**src/rtl/axi4_lite_regfile_pkg.sv**
```systemverilog
// Shared types and helpers for the AXI4-Lite register file.
// Holds response codes and the byte-strobe merge function.
package axi4_lite_regfile_pkg;

  localparam int WORD_W = 32;
  localparam int STRB_W = WORD_W / 8;

  typedef logic [1:0] resp_t;

  localparam resp_t RESP_OKAY   = 2'b00;
  localparam resp_t RESP_SLVERR = 2'b10;

  function automatic logic [WORD_W-1:0] strb_merge(
    input logic [WORD_W-1:0] old_w,
    input logic [WORD_W-1:0] new_w,
    input logic [STRB_W-1:0] strb
  );
    logic [WORD_W-1:0] res;
    res = old_w;
    for (int k = 0; k < STRB_W; k++) begin
      if (strb[k]) res[8*k +: 8] = new_w[8*k +: 8];
    end
    return res;
  endfunction

endpackage

```
**src/rtl/axi4_lite_regfile.sv**
```systemverilog
// AXI4-Lite slave exposing N_REGS 32-bit control/status registers.
// Ports: AW/W/B and AR/R channels, reg_o contents, hw_i RO status, wr_pulse_o.
module axi4_lite_regfile
  import axi4_lite_regfile_pkg::*;
#(
  parameter int ADDR_W = 32,
  parameter int DATA_W = 32,
  parameter int N_REGS = 8,
  parameter logic [N_REGS-1:0] RO_MASK = 8'b1100_0000
) (
  input  logic                     clk_i,
  input  logic                     rst_ni,
  input  logic                     awvalid,
  output logic                     awready,
  input  logic [ADDR_W-1:0]        awaddr,
  input  logic [2:0]               awprot,
  input  logic                     wvalid,
  output logic                     wready,
  input  logic [DATA_W-1:0]        wdata,
  input  logic [DATA_W/8-1:0]      wstrb,
  output logic                     bvalid,
  input  logic                     bready,
  output resp_t                    bresp,
  input  logic                     arvalid,
  output logic                     arready,
  input  logic [ADDR_W-1:0]        araddr,
  input  logic [2:0]               arprot,
  output logic                     rvalid,
  input  logic                     rready,
  output logic [DATA_W-1:0]        rdata,
  output resp_t                    rresp,
  output logic [N_REGS*DATA_W-1:0] reg_o,
  input  logic [N_REGS*DATA_W-1:0] hw_i,
  output logic [N_REGS-1:0]        wr_pulse_o
);

  localparam int IDX_W = $clog2(N_REGS);

  typedef logic [IDX_W-1:0] idx_t;

  logic [N_REGS-1:0][DATA_W-1:0] regs_q;
  logic [N_REGS-1:0][DATA_W-1:0] hw_w;

  logic              aw_held;
  logic              w_held;
  idx_t              aw_idx_q;
  logic              aw_err_q;
  logic [DATA_W-1:0] w_data_q;
  logic [DATA_W/8-1:0] w_strb_q;

  logic aw_hs, w_hs, ar_hs, commit;
  logic aw_oor, ar_oor;
  idx_t aw_idx, ar_idx;
  logic unused_ok;

  assign awready = !aw_held && !bvalid;
  assign wready  = !w_held && !bvalid;
  assign arready = !rvalid;

  assign aw_hs  = awvalid && awready;
  assign w_hs   = wvalid && wready;
  assign ar_hs  = arvalid && arready;
  assign commit = aw_held && w_held;

  assign aw_idx = awaddr[IDX_W+1:2];
  assign ar_idx = araddr[IDX_W+1:2];
  assign aw_oor = |awaddr[ADDR_W-1:IDX_W+2];
  assign ar_oor = |araddr[ADDR_W-1:IDX_W+2];

  assign hw_w  = hw_i;
  assign reg_o = regs_q;

  assign unused_ok = ^{awprot, arprot, awaddr[1:0], araddr[1:0]};

  // Error status is resolved at AW time so commit needs only the index.
  always_ff @(posedge clk_i or negedge rst_ni) begin
    if (!rst_ni) begin
      regs_q     <= '0;
      aw_held    <= 1'b0;
      w_held     <= 1'b0;
      aw_idx_q   <= '0;
      aw_err_q   <= 1'b0;
      w_data_q   <= '0;
      w_strb_q   <= '0;
      bvalid     <= 1'b0;
      bresp      <= RESP_OKAY;
      wr_pulse_o <= '0;
    end else begin
      wr_pulse_o <= '0;
      if (aw_hs) begin
        aw_held  <= 1'b1;
        aw_idx_q <= aw_idx;
        aw_err_q <= aw_oor || RO_MASK[aw_idx];
      end
      if (w_hs) begin
        w_held   <= 1'b1;
        w_data_q <= wdata;
        w_strb_q <= wstrb;
      end
      if (commit) begin
        aw_held <= 1'b0;
        w_held  <= 1'b0;
        bvalid  <= 1'b1;
        if (aw_err_q) begin
          bresp <= RESP_SLVERR;
        end else begin
          bresp <= RESP_OKAY;
          regs_q[aw_idx_q] <= strb_merge(
            regs_q[aw_idx_q], w_data_q, w_strb_q);
          wr_pulse_o[aw_idx_q] <= 1'b1;
        end
      end else if (bvalid && bready) begin
        bvalid <= 1'b0;
      end
    end
  end

  // Sampling regs_q here yields the pre-write value on a commit edge.
  always_ff @(posedge clk_i or negedge rst_ni) begin
    if (!rst_ni) begin
      rvalid <= 1'b0;
      rdata  <= '0;
      rresp  <= RESP_OKAY;
    end else if (ar_hs) begin
      rvalid <= 1'b1;
      if (ar_oor) begin
        rdata <= '0;
        rresp <= RESP_SLVERR;
      end else begin
        rdata <= RO_MASK[ar_idx] ? hw_w[ar_idx] : regs_q[ar_idx];
        rresp <= RESP_OKAY;
      end
    end else if (rvalid && rready) begin
      rvalid <= 1'b0;
    end
  end

endmodule

```
**config.mk**
```make
export PLATFORM = sky130hd
export DESIGN_NAME = axi4_lite_regfile
export DESIGN_NICKNAME = d
export VERILOG_FILES = /design/src/rtl/axi4_lite_regfile_pkg.sv /design/src/rtl/axi4_lite_regfile.sv
export SDC_FILE = /design/constraint.sdc
export NUM_CORES = 1
export LEC_CHECK = 0
export BUFFER_PORTS_ARGS = -buffer_cell sky130_fd_sc_hd__buf_2
export CORE_AREA = 2 2 262 264
export DETAILED_ROUTE_END_ITERATION = 8
export DIE_AREA = 0 0 264 266
export GPL_ROUTABILITY_DRIVEN = 0
export GPL_TIMING_DRIVEN = 0
export PLACE_DENSITY_LB_ADDON = 0.1
export SLEW_MARGIN = 30
export SYNTH_ARGS = -nofsm -noshare
export SYNTH_HDL_FRONTEND = slang
export SYNTH_SLANG_ARGS = --single-unit
```
**constraint.sdc**
```tcl
create_clock -name clk_i -period 2.7 [get_ports clk_i]
set_input_delay 0.54 -clock clk_i [delete_from_list [all_inputs] [get_ports clk_i]]
set_output_delay 0.54 -clock clk_i [all_outputs]
set_load 0.02 [all_outputs]
```
Word level (Yosys, flattened, before mapping) --
Memories as Yosys holds them, arrays and structs flattened. Index checks and enable logic that the tools add are counted.
Storage, ports and cells: output and inout bits 305, memories kept 2, memory bits (read-only) 16, register bits 344, logic and storage cells 87
Cells by class: mux-type cells 39, magnitude comparators 4, bitwise logic cells 1, reduce and logical (&&, ||, !) cells 21
Memory list:
- (no name shown) | depth 8, bits a word 1, read ports 1, clocked after memory_dff 0, write ports 0, line axi4_lite_regfile.sv:130 | rdata <= RO_MASK[ar_idx] ? hw_w[ar_idx] : regs_q[ar_idx];
- (no name shown) | depth 8, bits a word 1, read ports 1, clocked after memory_dff 0, write ports 0, line axi4_lite_regfile.sv:93 | aw_err_q <= aw_oor || RO_MASK[aw_idx];
Operators by type and width (count):
- binary-select mux 32 bit (select 3 bit) | 3
- bitwise mux 256 bit | 1
- two-way mux 32 bit | 6
- two-way mux 8 bit | 14
- demux 32 bit (select 3 bit) | 1
- OR reduction 27 bit | 2
- less-than comparator 3 x 4 -> 1 bit, second input constant | 3
- two-way mux 1 bit | 11
- logical AND 1 bit | 9
- nonzero test 2 bit | 4
- logical NOT 1 bit | 4
- two-way mux 2 bit | 2
- demux 1 bit (select 3 bit) | 1
- greater-or-equal comparator 3 x 1 -> 1 bit, second input constant | 1
- AND reduction 2 bit | 1
- logical OR 1 bit | 1
- NOT 1 bit | 1

Logic depth before layout (Yosys ltp) --
depth in word-level cells 6, gate-level depth with buffers 7

Worst setup path before layout --
Ideal clock, no wire load.
path type input port to flip-flop, from in araddr[3], to reg rdata[23], slack 0.567 ns, data required time 2.579 ns, stages on the path 5, data arrival time 2.013 ns, library setup time 0.121 ns, path buffers 2, path through buf_2 > buf_2 > mux4_2 > mux2_2 > a22o_1
On the way: word-level cells in the longest chain between the ends 4, elaborated cells between the ends (all ways) 8
Ends and longest elaborated chain:
- start, declared | line axi4_lite_regfile.sv:26 | input logic [ADDR_W-1:0] araddr,
- memory read (8 x 1 bit) / binary-select mux 32 bit (select 3 bit) (equally long branches)
- two-way mux 1 bit (not written as such) / two-way mux 32 bit (equally long branches) | line axi4_lite_regfile.sv:130
- two-way mux 32 bit * | line axi4_lite_regfile.sv:130
- two-way mux 32 bit * | line axi4_lite_regfile.sv:126 | if (ar_oor) begin
- end signal, assigned | line axi4_lite_regfile.sv:130
- end, declared | line axi4_lite_regfile.sv:30 | output logic [DATA_W-1:0] rdata,
Every way passes the cells marked *; elsewhere a longest branch is shown, timed or not. The select of a mux whose other input is x is not followed. A chain may end at the register's enable or synchronous reset.

Worst setup path after layout --
from reg aw_idx_q[0], to reg regs_q (netlist bit reg_o[121])
On the way: word-level cells in the longest chain between the ends 6, elaborated cells between the ends (all ways) 11
Ends and longest elaborated chain:
- start, declared | line axi4_lite_regfile.sv:46 | idx_t aw_idx_q;
- start signal, assigned | line axi4_lite_regfile.sv:92 | aw_idx_q <= aw_idx;
- binary-select mux 32 bit (select 3 bit) | line axi4_lite_regfile.sv:109 | regs_q[aw_idx_q], w_data_q, w_strb_q);
- two-way mux 32 bit (not written as such) | line axi4_lite_regfile.sv:109
- two-way mux 8 bit | line axi4_lite_regfile_pkg.sv:21 | if (strb[k]) res[8*k +: 8] = new_w[8*k +: 8];
- two-way mux 8 bit | line axi4_lite_regfile.sv:104 | if (aw_err_q) begin
- two-way mux 8 bit | line axi4_lite_regfile.sv:100 | if (commit) begin
- bitwise mux 256 bit * | line axi4_lite_regfile.sv:108 | regs_q[aw_idx_q] <= strb_merge(
- end signal, assigned by index | line axi4_lite_regfile.sv:108
- end, declared | line axi4_lite_regfile.sv:41 | logic [N_REGS-1:0][DATA_W-1:0] regs_q;
Marks and branches as above.

==> impl_metrics.json <==
{
  "post-cts-setup-buffers": 0,
  "synthesis.yosys.warnings": 0,
  "worst_setup_hold_path_clk_slew_ns": 0.06,
  "die_width_um": 264,
  "antenna_violations_before_repair": 6,
  "grt_first_pass_wirelength_um": 113600,
  "synthXorXnorAreaFrac_pct": 0,
  "final_hold_viol_count": 0,
  "tritoncts_num_sinks": 342,
  "maximum_number_of_pins_on_one_net_before_global_route_repair": 77,
  "cell_internal_pwr_mw": 11.27,
  "finalClockSkew_ns": 0.01954,
  "initial_utilization_pct": 24.60,
  "synth_area_per_cell_um2": 12.63,
  "status": "finished clean",
  "synth.ff_latch_count": 342,
  "finalPower_mw": 16.80,
  "design.die.area_mm2": 0.07022,
  "post-route-drc-count": 0,
  "power_frac_clock_pct": 37.3,
  "min_period_over_period_pct": 95.05,
  "num_rows": 96,
  "route.antenna.remaining_nets": 0,
  "cts_max_path_buffers": 3,
  "rsz0062_at_grt": "no",
  "comb_power_share_pct": 26.9,
  "critPathArrivalTime_ns": 2.98,
  "worstSkewPairLatency_ns": 0.57,
  "worst-path-max-fanout": 10,
  "design.final.nets": 2208,
  "synth.yosys.seq_area_share_pct": 51.35,
  "tns_ns": 0,
  "synth.lib_cells_used.distinct": 28,
  "core_mm2": 0.06775,
  "ir_worst_vdd_uv": 379.4,
  "main_combinational_cell_family_by_area_after_synthesis": "multiplexers",
  "timing_worst_slew_pin_value_ns": 1.033,
  "number_of_global_route_vias_before_repair": 14330,
  "detail_route.first_pass.iterations": 5,
  "gr-usage-all-layers_pct": 22.86,
  "vias": 13810,
  "wl_um": 80760,
  "timing.slew.headroom_pct": 31.16,
  "vias_per_cell": 5.008,
  "seq_area_mm2": 0.008558,
  "p_sw_share_pct": 32.89,
  "compound_gate_portion_of_the_synthesized_area_pct": 9.580,
  "switching_power_mw": 5.525,
  "design.portCount": 674,
  "cts_buffers": 45,
  "cp_data_required_time_ns": 3.11,
  "grt_overflow": 0,
  "timing.setup.critical_path_class": "flip-flop to flip-flop",
  "report.final.setup_viol": 0,
  "final_layout_size_suffix_gt1_share_pct": 46.77,
  "final_core_util_pct": 32.27,
  "filler_cell_count": 6991,
  "routedWlPerCell_um": 29.29,
  "cellPowerDensity_mw_per_mm2": 768.3,
  "cts_tree": "done",
  "synth_enable_flop_cells": 0,
  "timing.final.max_slew_violations": 0,
  "synth_area_in_adders_pct": 0,
  "worstSetupStartpointType": "flip-flop",
  "multi_input_comb_area_mm2": 0.007580,
  "yosys-mux-area-fraction_pct": 28.65,
  "commonest_cells_after_routing_fill_and_taps_aside": "sky130_fd_sc_hd__buf_2, sky130_fd_sc_hd__dfrtp_1, sky130_fd_sc_hd__nand2_1, sky130_fd_sc_hd__o21ai_0, sky130_fd_sc_hd__mux4_2",
  "placement.io_buffers": 466,
  "root_buffer": "sky130_fd_sc_hd__clkbuf_16",
  "post_synth_and_or_nand_nor_area_fraction_pct": 7.155,
  "syn_to_final_growth_pct": 31.18,
  "cp-end-kind": "flip-flop",
  "post_synth_instance_area_mm2": 0.01667,
  "h-tree-depth": 2,
  "hpwl_after_detailed_placement_um": 58260,
  "power_leakage_nw": 10.46,
  "pwr-share-seq_pct": 35.8,
  "cap_violations": 0,
  "synth-async-reset-ratio_pct": 100.0,
  "fmax_mhz": 389.7,
  "initialDrtViolationCount": 968,
  "final.min_clock_period_ns": 2.566,
  "die_height_um": 266,
  "final_common_cell": "sky130_fd_sc_hd__buf_2",
  "hold_class": "input port to flip-flop",
  "dominantRegCellSynth": "sky130_fd_sc_hd__dfrtp_1",
  "syn_inst": 1320
}
## critical path, stage by stage (launching register included)
cell                              delay [ns]
sky130_fd_sc_hd__dfrtp_1                0.47
sky130_fd_sc_hd__and4b_1                0.33
sky130_fd_sc_hd__nand2_1                0.11
sky130_fd_sc_hd__clkbuf_1               0.55
sky130_fd_sc_hd__clkdlybuf4s15_1        0.76
sky130_fd_sc_hd__o21ai_0                0.20
## layer usage
layer / GRT usage (%) / vias to the layer above / wire length [µm]
met3: 5.924 / 111 / 5905
met4: 6.189 / 8 / 1994
met2: 35.21 / 584 / 35900
met1: 31.83 / 7233 / 36910
met5: 0 / - / 46
li1: - / 5871 / -
## cells in the mapped netlist, drive strengths merged (3+ instances only)
master | number | area share [%]
a22o | 32 | 1.7
mux4 | 128 | 17
nor4 | 12 | 0.49
o21ai | 258 | 7.7
mux2i | 32 | 4.3
mux2 | 104 | 7.0
inv | 12 | 0.27
dfrtp | 342 | 51
clkbuf | 77 | 1.7
nand2 | 266 | 6.0
buf | 33 | 1.2
nand4 | 3 | 0.11
nor2 | 5 | 0.11
## cells by family after synthesis
kind of cell	after synthesis
other	1
DFF	342
buffers and inverters	122
and+or+nand+nor	297
muxes	264
AOI/OAI and AO/OA	294
## state kept, by name, summed over array words and instances (netlist names)
signal / count
reg_o: 256
rdata: 32
w_data_q: 32
wr_pulse_o: 8
w_strb_q: 4
aw_idx_q: 3
aw_err_q: 1
aw_held: 1
bresp: 1
bvalid: 1
rresp: 1
rvalid: 1
w_held: 1
## repair_timing
item,in CTS,in global routing
resized for setup,23,25
endpoints found under the setup margin,260,108
hold endpoints to repair,71,0
hold buffers,1,0
## metrics by stage
step / cells / worst slack [ns] / hold slack [ns] / area, µm²
global placement: 2669 / -6.215 / 0.4840 / 20110
detailed placement: 2673 / -0.2652 / 0.4860 / 20240
global route: 2756 / 0.001849 / 0.1249 / 21860
CTS: 2755 / 0.006016 / 0.1093 / 21830
floorplan: 1321 / 0.5665 / 0.2444 / 16670
finish: 2757 / 0.1337 / 0.1470 / 21860
## layout make-up
cell class / instances / area share, %
diodes: 2 / 0.02289
plain buffers: 109 / 2.547
clock buffers: 67 / 6.227
clock inverters: 14 / 0.8184
inverters: 12 / 0.2060
multi-input cells: 857 / 34.67
flip-flops and latches: 342 / 39.15
well taps: 882 / 5.048
repair buffers: 472 / 11.31
## power by group through the flow
stage          sequential [mW]  clock, mW  combinational (mW)
6_report                  6.01       6.27                4.52
5_1_grt                   6.07       6.64                4.83
4_1_cts                   5.99       6.44                4.62
3_5_place_dp              6.08          0                4.58
3_3_place_gp              6.07          0                4.53
2_1_floorplan             6.04          0                2.89
## path summary, 6_finish.rpt
check	start	end	slack, ns	cells after the start
max in group asynchronous	rst_ni	wr_pulse_o[2]$_DFF_PN0_	0.88	4
min in group asynchronous	rst_ni	rdata[10]$_DFFE_PN0P_	0.55	2
setup / recovery	aw_idx_q[0]$_DFFE_PN0P_	reg_o[121]$_DFFE_PN0P_	0.13	5
hold reg to reg	rdata[22]$_DFFE_PN0P_	rdata[22]$_DFFE_PN0P_	0.50	1
setup reg to reg	aw_idx_q[0]$_DFFE_PN0P_	reg_o[121]$_DFFE_PN0P_	0.13	5
hold / removal	rready	rvalid$_DFFE_PN0P_	0.15	2
Power figures use the tool's default switching activity.
